**src/rtl/rvx_core_state_ctrl.sv**
```systemverilog
// Core sequencing FSM: picks the next-PC source and drives PC-update, flush, CSR-commit and sleep.
// Commits are same-cycle (Mealy); bus_stall freezes all state and suppresses commits and PC updates.
module rvx_core_state_ctrl #(
  parameter int RESET_HOLD_CYCLES = 1
) (
  input  logic       clock,
  input  logic       reset,
  input  logic       take_trap,
  input  logic       take_mret,
  input  logic       wfi_s1,
  input  logic       interrupt_pending,
  input  logic       bus_stall,
  output logic [3:0] current_state_s1,
  output logic       pc_update_enable,
  output logic       flush_s1,
  output logic       trap_commit,
  output logic       mret_commit,
  output logic       sleeping
);

  typedef enum logic [3:0] {
    RVX_STATE_RESET       = 4'b0001,
    RVX_STATE_OPERATING   = 4'b0010,
    RVX_STATE_TRAP_TAKEN  = 4'b0100,
    RVX_STATE_TRAP_RETURN = 4'b1000
  } state_t;

  localparam logic [3:0] HOLD_LAST = 4'(RESET_HOLD_CYCLES - 1);

  state_t     state_q, state_d;
  logic       sleeping_q, sleeping_d;
  logic [3:0] hold_cnt_q, hold_cnt_d;

  always_comb begin
    state_d     = state_q;
    sleeping_d  = sleeping_q;
    hold_cnt_d  = hold_cnt_q;
    trap_commit = 1'b0;
    mret_commit = 1'b0;
    if (!bus_stall) begin
      case (state_q)
        RVX_STATE_RESET: begin
          if (hold_cnt_q == HOLD_LAST) begin
            state_d    = RVX_STATE_OPERATING;
            hold_cnt_d = 4'd0;
          end else begin
            hold_cnt_d = hold_cnt_q + 4'd1;
          end
        end
        RVX_STATE_OPERATING: begin
          if (sleeping_q) begin
            // Wake-up without a trap resumes at the instruction after WFI.
            if (take_trap) begin
              state_d     = RVX_STATE_TRAP_TAKEN;
              sleeping_d  = 1'b0;
              trap_commit = 1'b1;
            end else if (interrupt_pending) begin
              sleeping_d = 1'b0;
            end
          end else if (take_trap) begin
            state_d     = RVX_STATE_TRAP_TAKEN;
            trap_commit = 1'b1;
          end else if (take_mret) begin
            state_d     = RVX_STATE_TRAP_RETURN;
            mret_commit = 1'b1;
          end else if (wfi_s1 && !interrupt_pending) begin
            sleeping_d = 1'b1;
          end
        end
        RVX_STATE_TRAP_TAKEN,
        RVX_STATE_TRAP_RETURN: state_d = RVX_STATE_OPERATING;
        default: begin
          state_d    = RVX_STATE_RESET;
          sleeping_d = 1'b0;
          hold_cnt_d = 4'd0;
        end
      endcase
    end
  end

  always_ff @(posedge clock or posedge reset) begin
    if (reset) begin
      state_q    <= RVX_STATE_RESET;
      sleeping_q <= 1'b0;
      hold_cnt_q <= 4'd0;
    end else begin
      state_q    <= state_d;
      sleeping_q <= sleeping_d;
      hold_cnt_q <= hold_cnt_d;
    end
  end

  assign current_state_s1 = state_q;
  assign sleeping         = sleeping_q;
  assign pc_update_enable = !bus_stall && !sleeping_q;
  assign flush_s1         = (state_q != RVX_STATE_OPERATING) || sleeping_q;

endmodule

```
**config.mk**
```make
export PLATFORM = sky130hd
export DESIGN_NAME = rvx_core_state_ctrl
export DESIGN_NICKNAME = d
export VERILOG_FILES = /design/src/rtl/rvx_core_state_ctrl.sv
export SDC_FILE = /design/constraint.sdc
export NUM_CORES = 1
export LEC_CHECK = 0
export CORE_MARGIN = 2
export CORE_UTILIZATION = 40
export CTS_CLUSTER_SIZE = 24
export DETAILED_ROUTE_END_ITERATION = 12
export DONT_BUFFER_PORTS = 1
export PLACE_DENSITY_LB_ADDON = 0.08
export SYNTH_ARGS = -nofsm -noshare
export SYNTH_HDL_FRONTEND = slang
export SYNTH_SLANG_ARGS = --single-unit
```
**constraint.sdc**
```tcl
create_clock -name clock -period 3.4 [get_ports clock]
set_input_delay 1.02 -clock clock [delete_from_list [all_inputs] [get_ports clock]]
set_output_delay 1.02 -clock clock [all_outputs]
set_load 0.01 [all_outputs]
```
==> impl_metrics.toml <==
[die]
ios = 16
die_w_um = 43.3
rows = 14
dieArea_um2 = 1870
initial_utilization = 0.419
coreArea_um2 = 1470
fp.dieH_um = 43.3

[cts]
cts_tree = "built"
postCtsSetupRepairBufs = 0
htreeDepth = 1
cts-root-buf = "clkbuf_4"
clkTransAtPathRegs_ps = 60
clockBufferDepth = 2
clock_sink_count = 9
cts-resized-gates = 0
hold_buffers = 0
clock_latency_ps = 260
numCtsBuffers = 3

[critical_path]
path_buf_inv = 0
arrival_ps = 1810
r2r-end = "hold_cnt_q[3]$_DFFE_PP0P_"
cp_data_required_time_ps = 2380
crit_chain = "nor4_1 -> nand2_1 -> nor3_1"
rrSetupSlack_ps = 1560
slowest_stage = "nor3_1"
cp-end-kind = "output port"
path_class = "input pin to output port"
path_delay_family = "simple AND/OR/NAND/NOR gates"
r2r-start = "current_state_s1[0]$_DFFE_PP1P_"
r2r_cells = 3
cp-start-kind = "input pin"
max_stage_delay_ps = 350
path_max_fanout = 3

[pwr]
vdd_drop_max_uv = 283
p_int_mw = 0.256
p_leak_nw = 0.264
p_total_mw = 0.437
power_frac_comb = 0.349
p_per_area_nw_per_um2 = 702
seq_power_share = 0.459
switchingPower_mw = 0.182
clockPowerShare = 0.192
swShare = 0.415

[synth]
yosysMostFrequentCell = "dfrtp_1"
syn_avg_cell_area_um2 = 8.94
synthTopCellsByCount = "dfrtp_1, nand2_1, nor2_1"
syn_inst = 69
synthMuxAreaShare = 0
yosys.area_share.simple = 0.280
postSynth.asyncResetShare = 1.00
syn-num-nets = 78
ys_warn_count = 0
synth_top_family_by_area = "simple AND/OR/NAND/NOR gates"
synthXorXnorAreaFrac = 0.0284
synth_seq_cells = 9
synth_top_area_cell = "dfrtp_1"
yosysSeqAreaShare = 0.367
synthTopCellsByArea = "dfrtp_1, dfstp_2, nand2_1, ha_1, o21a_1"
ys.flop_type = "dfrtp_1"
syn_area_um2 = 617
yosys.area_share.adder = 0.0406
synth_top_area_frac = 0.325
synth_edf_count = 0
synth_cell_types = 32
synth_compound_area_frac = 0.195

[timing]
max_clock_freq_mhz = 353
skew_ps = 0.571
rsz0062_at_grt = "false"
max-slew-margin-rel = 0.577
setup_tns_ps = 0
fin_hold_ws_ps = 540
slew_violations = 0
post-route-min-period_ps = 2830
tightest_slew_ps = 626
hold_violations = 0
setup_viol = 0
fin_crit_sh = 0.833

[place]
io_buffers = 0
place_area_um2 = 597
place_congestion = 0.725
hpwl_um = 918

[detailed_routing]
wire_per_inst_um = 14.8
routed_wl_um = 1250
ant_nets = 0
drcViolationCount = 0
drt_iter0_markers = 3
vias_per_cell = 5.90
drtPass1Iterations = 2
route.vias.total = 496

[grt]
grt_util_all_layers = 0.164
grt_pass1_vias = 489
grt_pass1_wl_um = 2220
antenna_found_initial = 0
grt_max_degree = 13
overflow = 0

[worst_hold_path]
min_from = "hold_cnt_q[0]$_DFFE_PP0P_"
hold_class = "register to register"
min_path_cells = 1
hold_end = "hold_cnt_q[0]$_DFFE_PP0P_"

[layout]
layout.nets = 78
final_area_um2 = 623
syn_to_final_growth_pct = 1.01
diodes = 0
drive_gt1_frac = 0.118
regArea_um2 = 226
multi_input_area_um2 = 335
num-fill-cells = 171

[job]
cap_viol_max_count = 0

[run_status]
status = "completed"
-- cell usage in the layout (no fill, tap or decap) --
cell,Yosys,layout
dfrtp_1,8,8
nand2_1,7,7
nor2_1,5,5
inv_1,4,4
a21oi_1,4,4
o21ai_0,4,4
o21a_1,3,3
nand3_1,3,3
clkbuf_4,0,3
xor2_1,2,2
nand3b_1,2,2
a31oi_1,2,2
o21ai_1,2,2
ha_1,2,2
nor4b_2,1,1
a211oi_1,1,1
nor4_1,1,1
nor4b_1,1,1
or3b_2,1,1
or4b_4,1,1
o32a_2,1,1
or2b_1,1,1
nor4bb_1,1,1
a21o_1,1,1
nor3_1,1,1
a211o_1,1,1
or3b_1,1,1
nand2b_1,1,1
or4_1,1,1
clkbuf_1,0,1
dfstp_2,1,1
-- layout make-up --
type	instances	share of cell area
tap	16	0.0321
sequential	9	0.363
inverter	4	0.0241
multi-input combinational	51	0.538
clock buffer	4	0.0422
-- how the worst max path moves through the flow --
stage / startpoint / to / depth (start not counted) / slack (ps)
4_1_cts: take_trap / mret_commit / 3 / 540
3_5_place_dp: take_trap / mret_commit / 3 / 540
5_1_grt: take_trap / mret_commit / 3 / 340
3_3_place_gp: take_trap / mret_commit / 3 / 630
2_1_floorplan: take_trap / mret_commit / 3 / 700
6_report: take_trap / mret_commit / 3 / 570
-- metal layers --
layer	wire, um	global-route usage	up-vias
li1	-	-	245
met1	619	0.204	236
met2	564	0.245	13
met3	46	0.0426	2
met4	14	0.109	0
met5	0	0	-
-- worst reg2reg max path: cells and delay by family, from the launching register on --
kind / cells / cell delay [ps]
and+or+nand+nor: 3 / 1120
DFF: 1 / 650
-- registers in the layout, summed over array words and instances, names as in the netlist --
| signal | count |
|---|---|
| sleeping | 1 |
| current_state_s1 | 4 |
| hold_cnt_q | 4 |
-- power by group through the flow --
| stage | logic [mW] | registers (mW) | clock network (mW) |
|---|---|---|---|
| floorplan | 0.184 | 0.157 | 0 |
| global placement | 0.155 | 0.204 | 0 |
| detailed placement | 0.154 | 0.203 | 0 |
| CTS | 0.155 | 0.201 | 0.0874 |
| global route | 0.179 | 0.208 | 0.0944 |
| finish | 0.153 | 0.201 | 0.0841 |
-- through the flow --
stage                     cells  setup WS (ps)   util
after floorplan              69            702      -
after global placement       80            632  0.406
after detailed placement     80            542  0.406
after CTS                    84            539  0.423
after global routing         84            344  0.423
final                        84            568  0.423
-- cells by family (layout without fill, tap and decap cells) --
logic type,Yosys count,count (layout)
and+or+nand+nor,28,28
AOI/OAI and AO/OA,19,19
DFF,9,9
buffers and inverters,9,8
adders and majority gates,2,2
xor gates and xnor gates,2,2
(Power assumes the default switching activity.)
